===== src/rtl/median_pkg.sv =====
// Shared types and frame-geometry helpers for the sequential median engine.
// The build-time macro MEDIAN_MINMAX_EN is consumed by median_seq_ctrl, not here.
package median_pkg;

    localparam int DEFAULT_DATA_W = 4;
    localparam int DEFAULT_N      = 9;

    typedef enum logic [1:0] {
        ST_LOAD = 2'd0,
        ST_SORT = 2'd1,
        ST_DONE = 2'd2
    } state_t;

    // Index of the median once buf is sorted ascending.
    function automatic int mid_of(input int n);
        return (n - 1) / 2;
    endfunction

    // Compare-exchange pairs visited in one transposition phase.
    function automatic int pairs_of(input int n);
        return (n - 1) / 2;
    endfunction

    // Total compare-exchange cycles needed to fully sort a frame.
    function automatic int sort_cycles_of(input int n);
        return n * pairs_of(n);
    endfunction

endpackage


===== src/rtl/median_seq_ctrl_comparator2.sv =====
// Comparator2: a single unsigned 2-input compare-exchange cell (min/max).
// Equal inputs pass straight through; swapping them would give the same result.
module comparator2 #(
    parameter int W = 4
) (
    input  logic [W-1:0] a,
    input  logic [W-1:0] b,
    output logic [W-1:0] y_min,
    output logic [W-1:0] y_max
);

    logic swap;

    assign swap  = (b < a);
    assign y_min = swap ? b : a;
    assign y_max = swap ? a : b;

endmodule


===== src/rtl/median_seq_ctrl.sv =====
// Sequential median engine: loads N samples, sorts them by odd-even transposition
// on one shared comparator, then offers buf[MID]. Define MEDIAN_MINMAX_EN for out_min/out_max.
module median_seq_ctrl
    import median_pkg::*;
#(
    parameter int DATA_W = DEFAULT_DATA_W,
    parameter int N      = DEFAULT_N
) (
    input  logic              clk,
    input  logic              rst,
    input  logic              in_valid,
    output logic              in_ready,
    input  logic [DATA_W-1:0] in_data,
    output logic              out_valid,
    input  logic              out_ready,
    output logic [DATA_W-1:0] out_median,
    output logic              busy
`ifdef MEDIAN_MINMAX_EN
   ,output logic [DATA_W-1:0] out_min,
    output logic [DATA_W-1:0] out_max
`endif
);

    localparam int MID = mid_of(N);
    localparam int P   = pairs_of(N);
    localparam int CW  = $clog2(N + 1);

    localparam logic [CW-1:0] LAST_IDX  = CW'(N - 1);
    localparam logic [CW-1:0] PAIR_LAST = CW'(P - 1);

    state_t state_q, state_d;

    logic [DATA_W-1:0] buf_q [N];
    logic [CW-1:0]     wr_cnt_q;
    logic [CW-1:0]     phase_q;
    logic [CW-1:0]     pair_q;

    logic [CW-1:0]     lo_idx;
    logic [CW-1:0]     hi_idx;
    logic [DATA_W-1:0] cmp_a, cmp_b;
    logic [DATA_W-1:0] cmp_min, cmp_max;
    logic              accept;
    logic              load_last;
    logic              sort_last;

    assign accept    = in_valid & in_ready;
    assign load_last = (wr_cnt_q == LAST_IDX);
    assign sort_last = (phase_q == LAST_IDX) && (pair_q == PAIR_LAST);

    // Even phases pair (0,1),(2,3)...; odd phases shift by one to (1,2),(3,4)...
    assign lo_idx = {pair_q[CW-2:0], 1'b0} + CW'(phase_q[0]);
    assign hi_idx = lo_idx + CW'(1);
    assign cmp_a  = buf_q[lo_idx];
    assign cmp_b  = buf_q[hi_idx];

    comparator2 #(
        .W (DATA_W)
    ) u_cmp (
        .a     (cmp_a),
        .b     (cmp_b),
        .y_min (cmp_min),
        .y_max (cmp_max)
    );

    // NOTE: sequential state uses non-blocking (<=) so every flop samples pre-edge values.
    always_ff @(posedge clk or posedge rst) begin
        if (rst) begin
            state_q <= ST_LOAD;
        end else begin
            state_q <= state_d;
        end
    end

    // NOTE: every always_comb output gets a default first so no latch is inferred.
    always_comb begin
        state_d = state_q;
        unique case (state_q)
            ST_LOAD: if (accept && load_last) state_d = ST_SORT;
            ST_SORT: if (sort_last)           state_d = ST_DONE;
            ST_DONE: if (out_ready)           state_d = ST_LOAD;
            default:                          state_d = ST_LOAD;
        endcase
    end

    // Handshake outputs decode only the state register: no in->out combinational paths.
    always_comb begin
        in_ready  = 1'b0;
        out_valid = 1'b0;
        busy      = 1'b0;
        unique case (state_q)
            ST_LOAD: in_ready  = 1'b1;
            ST_SORT: busy      = 1'b1;
            ST_DONE: out_valid = 1'b1;
            default: in_ready  = 1'b0;
        endcase
    end

    // NOTE: buf is reset because out_median must read 0 straight out of reset.
    always_ff @(posedge clk or posedge rst) begin
        if (rst) begin
            for (int i = 0; i < N; i++) begin
                buf_q[i] <= '0;
            end
            wr_cnt_q <= '0;
            phase_q  <= '0;
            pair_q   <= '0;
        end else begin
            unique case (state_q)
                ST_LOAD: begin
                    if (accept) begin
                        buf_q[wr_cnt_q] <= in_data;
                        wr_cnt_q        <= load_last ? '0 : wr_cnt_q + CW'(1);
                    end
                end
                ST_SORT: begin
                    buf_q[lo_idx] <= cmp_min;
                    buf_q[hi_idx] <= cmp_max;
                    if (pair_q == PAIR_LAST) begin
                        pair_q  <= '0;
                        phase_q <= (phase_q == LAST_IDX) ? '0 : phase_q + CW'(1);
                    end else begin
                        pair_q <= pair_q + CW'(1);
                    end
                end
                ST_DONE: begin
                    if (out_ready) begin
                        wr_cnt_q <= '0;
                        phase_q  <= '0;
                        pair_q   <= '0;
                    end
                end
                default: begin
                    wr_cnt_q <= '0;
                end
            endcase
        end
    end

    assign out_median = buf_q[MID];

`ifdef MEDIAN_MINMAX_EN
    assign out_min = buf_q[0];
    assign out_max = buf_q[N-1];
`endif

endmodule


===== config.mk =====
export PLATFORM = sky130hd
export DESIGN_NAME = median_seq_ctrl
export DESIGN_NICKNAME = d
export VERILOG_FILES = /design/src/rtl/median_pkg.sv /design/src/rtl/median_seq_ctrl_comparator2.sv /design/src/rtl/median_seq_ctrl.sv
export SDC_FILE = /design/constraint.sdc
export NUM_CORES = 1
export LEC_CHECK = 0
export ABC_AREA = 1
export CORE_MARGIN = 3
export CORE_UTILIZATION = 60
export DETAILED_ROUTE_END_ITERATION = 16
export PLACE_DENSITY = 0.78
export SLEW_MARGIN = 25
export SYNTH_ARGS = -nofsm -noshare
export SYNTH_HDL_FRONTEND = slang
export SYNTH_SLANG_ARGS = --single-unit

===== constraint.sdc =====
create_clock -name clk -period 5.4 [get_ports clk]
set_input_delay 0.81 -clock clk [delete_from_list [all_inputs] [get_ports clk]]
set_output_delay 0.81 -clock clk [all_outputs]
set_load 0.1 [all_outputs]

==> flow_summary.ini, run 1 <==
[global_route]
grt.total_usage_pct = 33.9
grt_start_max_net_pins = 54
initial_antenna_violation_count = 0
first_global_vias = 4362
first_pass_grt_wire_length_mm = 22.3
gr-total-overflow = 0

[min_path]
whs_path_depth = 1
holdCritPathClass = flip-flop to flip-flop
hold_path_end = phase_q[2]
holdCritStartpoint = phase_q[2]

[timing]
timing_max_transition_violations_final = 0
achievable_freq_ghz = 0.241
worst-slew-pin-transition_ps = 964
skew_ps = 9.26
tns_ps = 0
final_hold_violation_count = 0
layout_min_cycle_time_ps = 4150
grt_setup_unrepaired = no
setup_viol_count_final = 0
max_slew_headroom_pct = 35.2
final_critical_path_share_of_the_clock_period_pct = 76.8

[synth]
post-synth-top-area-cell = dfrtp_1
syn_avg_cell_area_um2 = 6.46
ys_seq_area_share_pct = 28.1
synth.yosys.warnings = 0
post_synth_inst_count = 688
synth_area_leaders = dfrtp_1, nand2_1, a21oi_1
ys_types = 41
synth-seq-cells = 50
synth_top_cells_by_count = nand2_1, inv_1, a21oi_1, nor2_1, nand3_1
synth_enable_flop_cells = 0
synth_flop_type = dfrtp_1
synth.most_common_cell = nand2_1
net_count_after_synthesis = 713
synth.top_cell.area_share_pct = 28.1
mapped_area_um2 = 4450
share_of_synthesized_registers_carrying_an_async_set_or_reset_pct = 100

[die]
placeableCoreArea_um2 = 6980
die_width_um = 92.1
floorplan.die.height_um = 92.1
initial_core_util_pct = 63.7
rows = 30
floorplan.die_area_um2 = 8480
num_ports = 15

[route]
detailroute.via_count = 4784
drt_drc_violations_left = 0
drtPass1Iterations = 5
route.detailed.vias_per_inst = 6.07
finalWirelength_mm = 14.2
drtIter0Drc = 643
wl_per_cell_um = 18.0
final_antenna_net_count = 0

[layout]
num_antenna_cells = 0
multiInputGateArea_um2 = 2690
proportion_of_layout_cells_with_a_drive_suffix_above_1_pct = 7.51
final.fill_count = 650
seq_area_um2 = 1250
final_net_count = 716
area_growth_pct = 6.14

[clocking]
cts.repair_timing.setup_buffer_count = 0
hold_buffers = 0
clock_path_buffers = 2
cts.sinks = 50
post_cts.resized_instances = 0
cts.clk_slew.worst_paths_ps = 100
insertion_delay_ps = 310
level_count_of_the_clock_h_tree = 2
tritoncts = yes
ctsRootBufferMaster = clkbuf_8
cts_made_buffers = 5

[worst_setup_path]
arrival_time_at_the_worst_endpoint_ps = 4340
endpoint_kind = flip-flop
worstReg2RegStart = phase_q[0]
rr_worst_depth = 18
worst-path-max-fanout = 41
regToRegEndpoint = out_median[1]
setup.worst_path.start = phase_q[0]
cp_data_required_time_ps = 5600
worst-setup-path-type = flip-flop to flip-flop
cp_startpoint_kind = flip-flop
r2r_slack_ps = 1250

[placed_design]
gp_congestion = 0.951
dp_hpwl_mm = 10.7
port_buffers = 14

[status]
status = complete, no violations

[run]
drv.max_cap_violation_count = 0
==> cells by family after synthesis <==
family,synth area share (%)
AND/OR/NAND/NOR,34.3
AO/OA/AOI/OAI,21.0
buffers and inverters,11.6
flip-flops,28.1
adder cells (fa/ha/maj),4.78
XOR/XNOR,0.197
==> state kept, by name (all words and copies together) (netlist names) <==
| signal | count |
|---|---|
| phase_q | 4 |
| buf_q | 32 |
| out_median | 4 |
| state_q | 2 |
| wr_cnt_q | 4 |
| pair_q | 4 |
==> layout by cell type, fill, tap and decap left out, types with 6 or more instances in the layout <==
master,n
a22oi_1,9
inv_2,7
and2_1,7
nand3_1,74
nand2_4,7
o21ai_1,9
a21oi_1,83
ha_1,17
o22ai_1,13
nand2_2,6
clkdlybuf4s50_1,14
dfrtp_1,50
nand2_1,128
nand3_2,7
o21ai_0,43
inv_1,94
nor2_1,82
==> layout make-up <==
class	count	share of cell area, %
Clock inverter	3	0.928
Tap cell	96	2.55
Sequential cell	50	26.5
Timing Repair Buffer	16	3.29
Clock buffer	5	1.46
Multi-Input combinational cell	514	56.9
Inverter	104	8.35
==> routing by layer <==
metal / part of all wire [%] / vias to the layer above / global-route usage, %
li1: - / 2270 / -
met1: 40 / 2187 / 47.1
met2: 44 / 293 / 50.6
met3: 13 / 34 / 9.60
met4: 2.8 / 0 / 11.8
met5: 0 / - / 0
==> critical path, cell delays in order (launching register included) <==
cell and delay, ps:
dfrtp_1 340, buf_4 340, inv_4 220, ha_1 580, inv_1 200, a21oi_1 140, o21ai_0 90, nand2_1 70
nand2_1 50, o311ai_0 190, inv_1 110, ha_1 330, inv_1 60, a21oi_2 530, nand3_2 380, nand3_1 180
nand2_1 70, nand2_1 60, a21oi_1 80
==> worst max-delay path by stage <==
stage | cells past startpoint | slack, ps | to
finish | 18 | 1250 | out_median[1]
floorplan | 17 | 1560 | buf_q[34]
CTS | 18 | 1370 | buf_q[33]
detailed placement | 18 | 1370 | buf_q[33]
global placement | 18 | 1480 | buf_q[33]
global route | 18 | 960 | buf_q[9]
==> stage by stage <==
stage	worst slack, ps	hold slack (ps)	utilization, %	cell area [um^2]	std cells
2_1_floorplan	1560	432	-	4450	688
3_3_place_gp	1480	446	65.9	4600	780
3_5_place_dp	1370	460	65.9	4600	780
4_1_cts	1370	479	67.6	4720	788
5_1_grt	960	488	67.6	4720	788
6_report	1250	487	67.6	4720	788
Power of run 1 is not shown: default switching activity piles up to over one toggle a cycle in this logic, so the estimate is an artifact.
==> run 2, diff against run 1 <==
==> constraint.sdc (replaced) <==
create_clock -name clk -period 3.9 [get_ports clk]
set_input_delay 0.585 -clock clk [delete_from_list [all_inputs] [get_ports clk]]
set_output_delay 0.585 -clock clk [all_outputs]
set_load 0.1 [all_outputs]
==> flow_summary.ini, run 2 (synthesis results as in run 1) <==
[clocking]
cts.clk_slew.worst_paths_ps = 110
ctsRootBufferMaster = clkbuf_8
insertion_delay_ps = 320
cts_made_buffers = 5
tritoncts = yes
clock_path_buffers = 2
level_count_of_the_clock_h_tree = 2
cts.sinks = 50

[timing]
final_critical_path_share_of_the_clock_period_pct = 92.6
grt_setup_unrepaired = no
max_slew_headroom_pct = 34.4
timing_max_transition_violations_final = 0
final_hold_violation_count = 0
achievable_freq_ghz = 0.277
worst-slew-pin-transition_ps = 981
skew_ps = 12.6
setup_viol_count_final = 0
layout_min_cycle_time_ps = 3610
tns_ps = 0

[global_route]
grt_start_max_net_pins = 51
first_pass_grt_wire_length_mm = 22.4
gr-total-overflow = 0
initial_antenna_violation_count = 0
first_global_vias = 4402
grt.total_usage_pct = 33.6

[worst_setup_path]
worst_path_most_repeated_cell = nand2_1
worst-path-max-fanout = 9
worst-setup-path-type = flip-flop to flip-flop
r2r_slack_ps = 290
crit_path_cell_trace = inv_2, ha_1, inv_1, a21oi_1, o21ai_0, nand2_1, nand2_1, nand2_1, a31oi_2, inv_1, ha_1, inv_1, o21bai_2, nand2_2, nand2_8, nand3_2, nand3_1, nand2_1, nand2_1, a21oi_1
arrival_time_at_the_worst_endpoint_ps = 3840
crit_path_top_delay_cell = dfrtp_2
cpPeakStageDelay_ps = 490
cp_data_required_time_ps = 4130
cp_startpoint_kind = flip-flop
endpoint_kind = flip-flop
path_delay_family = simple AND/OR/NAND/NOR gates
path_buf_inv = 4

[die]
num_ports = 15
die_width_um = 92.1
placeableCoreArea_um2 = 6980
floorplan.die.height_um = 92.1
initial_core_util_pct = 63.7
rows = 30
floorplan.die_area_um2 = 8480

[placed_design]
port_buffers = 14
gp_congestion = 1.00
dp_hpwl_mm = 10.3

[layout]
largest_reg_flops = 32
final_net_count = 722
num_antenna_cells = 0
largest-register = buf_q
proportion_of_layout_cells_with_a_drive_suffix_above_1_pct = 8.60
mostFrequentLayoutCells = nand2_1, inv_1, a21oi_1, nor2_1, nand3_1
area_growth_pct = 7.23
most_frequent_standard_cell_in_the_layout_excluding_fill_and_tap_cells = nand2_1

[route]
detailroute.via_count = 4874
wl_met2_mm = 6.10
drtIter0Drc = 733
finalWirelength_mm = 13.9
m1WireLength_mm = 5.89
final_antenna_net_count = 0
drt_drc_violations_left = 0
drtPass1Iterations = 5
top_signal_layer_used = met4
met3_length_mm = 1.49
route.detailed.vias_per_inst = 6.14
wl_per_cell_um = 17.5

[status]
status = complete, no violations

[min_path]
holdCritPathClass = flip-flop to flip-flop

[run]
drv.max_cap_violation_count = 0
run 2: cell type report:
| class | instances | area (um^2) |
|---|---|---|
| well taps | 96 | 120 |
| inverters | 104 | 394 |
| repair buffers | 22 | 198 |
| clock buffers | 5 | 68.8 |
| flip-flops and latches | 50 | 1250 |
| multi-input cells | 514 | 2690 |
| clock inverters | 3 | 48.8 |
| fillers | 653 | 2210 |
run 2: what timing repair did:
item,4_1_cts,5_1_grt
setup endpoints to repair,0,23
setup buffers,0,0
hold buffers,0,0
resized for setup,0,1
run 2: metal layers:
metal | track usage [%] | vias up
li1 | - | 2277
met1 | 48.4 | 2232
met2 | 50.9 | 315
met3 | 5.99 | 50
met4 | 11.4 | 0
met5 | 0 | -
run 2: per-stage QoR:
step	worst slack, ps	util (%)	cell area (um^2)	hold WS, ps	cells
2_1_floorplan	61.5	-	4450	432	688
3_3_place_gp	386	66.6	4650	446	786
3_5_place_dp	337	66.6	4650	455	786
4_1_cts	308	68.2	4760	470	794
5_1_grt	49.5	68.3	4770	493	794
6_report	291	68.3	4770	475	794
run 2: worst paths after layout:
| kind | start | to | cells after the start |
|---|---|---|---|
| setup / recovery | pair_q[0] | out_median[0] | 20 |
| hold / removal | phase_q[2] | phase_q[2] | 1 |
| setup reg to reg | pair_q[0] | out_median[0] | 20 |
| hold reg to reg | phase_q[2] | phase_q[2] | 1 |
| max in group asynchronous | rst | pair_q[0] | 2 |
| min in group asynchronous | rst | wr_cnt_q[2] | 2 |
Power of run 2 is left out for the same reason.
==> run 3, diff against run 2 <==
--- a/config.mk
+++ b/config.mk
@@ -9,8 +9,8 @@
 export CORE_MARGIN = 3
 export CORE_UTILIZATION = 60
 export DETAILED_ROUTE_END_ITERATION = 16
+export GPL_TIMING_DRIVEN = 0
 export PLACE_DENSITY = 0.78
-export SLEW_MARGIN = 25
 export SYNTH_ARGS = -nofsm -noshare
 export SYNTH_HDL_FRONTEND = slang
 export SYNTH_SLANG_ARGS = --single-unit
==> flow_summary.ini, run 3 (synthesis results as in run 1) <==
[clocking]
clock_path_buffers = 2
insertion_delay_ps = 310
ctsRootBufferMaster = clkbuf_8
tritoncts = yes
level_count_of_the_clock_h_tree = 2
cts.sinks = 50
cts.clk_slew.worst_paths_ps = 100
cts_made_buffers = 5
hold_buffers = 0

[timing]
skew_ps = 7.16
timing_max_transition_violations_final = 0
final_critical_path_share_of_the_clock_period_pct = 97.7
setup_viol_count_final = 0
tns_ps = 0
layout_min_cycle_time_ps = 3810
final_hold_violation_count = 0
max_slew_headroom_pct = 27.7
worst-slew-pin-transition_ps = 1080
grt_setup_unrepaired = no
achievable_freq_ghz = 0.263

[status]
status = complete, no violations

[worst_setup_path]
endpoint_kind = output pin
worstReg2RegStart = phase_q[0]
cp_startpoint_kind = flip-flop
regToRegEndpoint = out_median[0]
worst-setup-path-type = flip-flop to output pin
arrival_time_at_the_worst_endpoint_ps = 3220
rr_worst_depth = 25
worst-path-max-fanout = 10
r2r_slack_ps = 170
cp_data_required_time_ps = 3310

[die]
initial_core_util_pct = 63.7
num_ports = 15
placeableCoreArea_um2 = 6980
die_width_um = 92.1
floorplan.die_area_um2 = 8480
floorplan.die.height_um = 92.1
rows = 30

[route]
drtPass1Iterations = 6
detailroute.via_count = 5064
wl_per_cell_um = 18.9
route.detailed.vias_per_inst = 6.24
finalWirelength_mm = 15.4
final_antenna_net_count = 0
drtIter0Drc = 723
drt_drc_violations_left = 0

[global_route]
gr-total-overflow = 0
first_pass_grt_wire_length_mm = 24.3
first_global_vias = 4652
grt.total_usage_pct = 36.7
grt_start_max_net_pins = 27
initial_antenna_violation_count = 0

[layout]
final_core_utilization_pct = 72.0
most_frequent_standard_cell_in_the_layout_excluding_fill_and_tap_cells = nand2_1
num_antenna_cells = 0
proportion_of_layout_cells_with_a_drive_suffix_above_1_pct = 10.6
largest-register = buf_q
mostFrequentLayoutCells = nand2_1, inv_1, a21oi_1, nor2_1, nand3_1
largest_reg_flops = 32
area_growth_pct = 13.1
final.fill_count = 613
final_net_count = 739

[min_path]
hold_path_end = phase_q[3]
whs_path_depth = 1
holdCritPathClass = flip-flop to flip-flop
holdCritStartpoint = phase_q[3]

[placed_design]
gp_congestion = 1.02
port_buffers = 14
dp_hpwl_mm = 11.1

[run]
drv.max_cap_violation_count = 0
[run 3: cell types whose count changed in the layout (fill, tap and decap cells not counted), moves of 2 or more]
cell	change
buf_2	+6
nand2_4	-6
clkbuf_1	+3
nor2_2	+2
buf_12	+2
buf_6	+4
nand3_4	+4
nand2_8	+6
nand3_2	-4
[run 3: per-stage QoR]
step / instances / hold slack, ps / setup slack, ps / area, um^2
2_1_floorplan: 688 / 432 / 61.5 / 4450
5_1_grt: 811 / 506 / 53.2 / 5030
4_1_cts: 809 / 478 / 6.93 / 4910
6_report: 811 / 476 / 91.0 / 5030
3_3_place_gp: 798 / 447 / -783 / 4710
3_5_place_dp: 799 / 464 / -910 / 4730
[run 3: routing by layer]
layer	vias to the layer above	part of all wire [%]	track usage [%]
met3	51	14	13.9
met2	391	42	54.2
met5	-	0	0
met1	2303	40	49.5
li1	2319	-	-
met4	0	3.6	11.9
[run 3: timing repair]
item	in CTS	in global routing
buffers inserted	2	2
endpoints found under the setup margin	37	32
cloned	0	0
resized for setup	12	19
pin swaps	1	1
[run 3: cell type report]
cell class	instances	area, um^2	share of cell area [%]
Timing Repair Buffer	19	201	4.01
Sequential cell	50	1250	24.9
Inverter	104	395	7.86
Clock inverter	3	43.8	0.871
Buffer	20	146	2.91
Multi-Input combinational cell	514	2800	55.7
Tap cell	96	120	2.39
Clock buffer	5	68.8	1.37
[run 3: how the worst max path moves through the flow]
stage | start | to | slack, ps | cells past startpoint
finish | state_q[0] | busy | 90 | 6
global route | state_q[0] | busy | 50 | 6
CTS | phase_q[0] | out_median[0] | 7 | 24
detailed placement | phase_q[0] | out_median[1] | -910 | 17
global placement | phase_q[0] | out_median[1] | -780 | 17
floorplan | phase_q[0] | buf_q[34] | 60 | 17
[run 3: critical path: stages, from the launching register on]
cell	delay, ps
dfrtp_1	330
buf_2	180
inv_1	180
nor2_2	420
clkbuf_1	510
buf_2	390
dlygate4sd2_1	900
Power of run 3 is left out for the same reason.
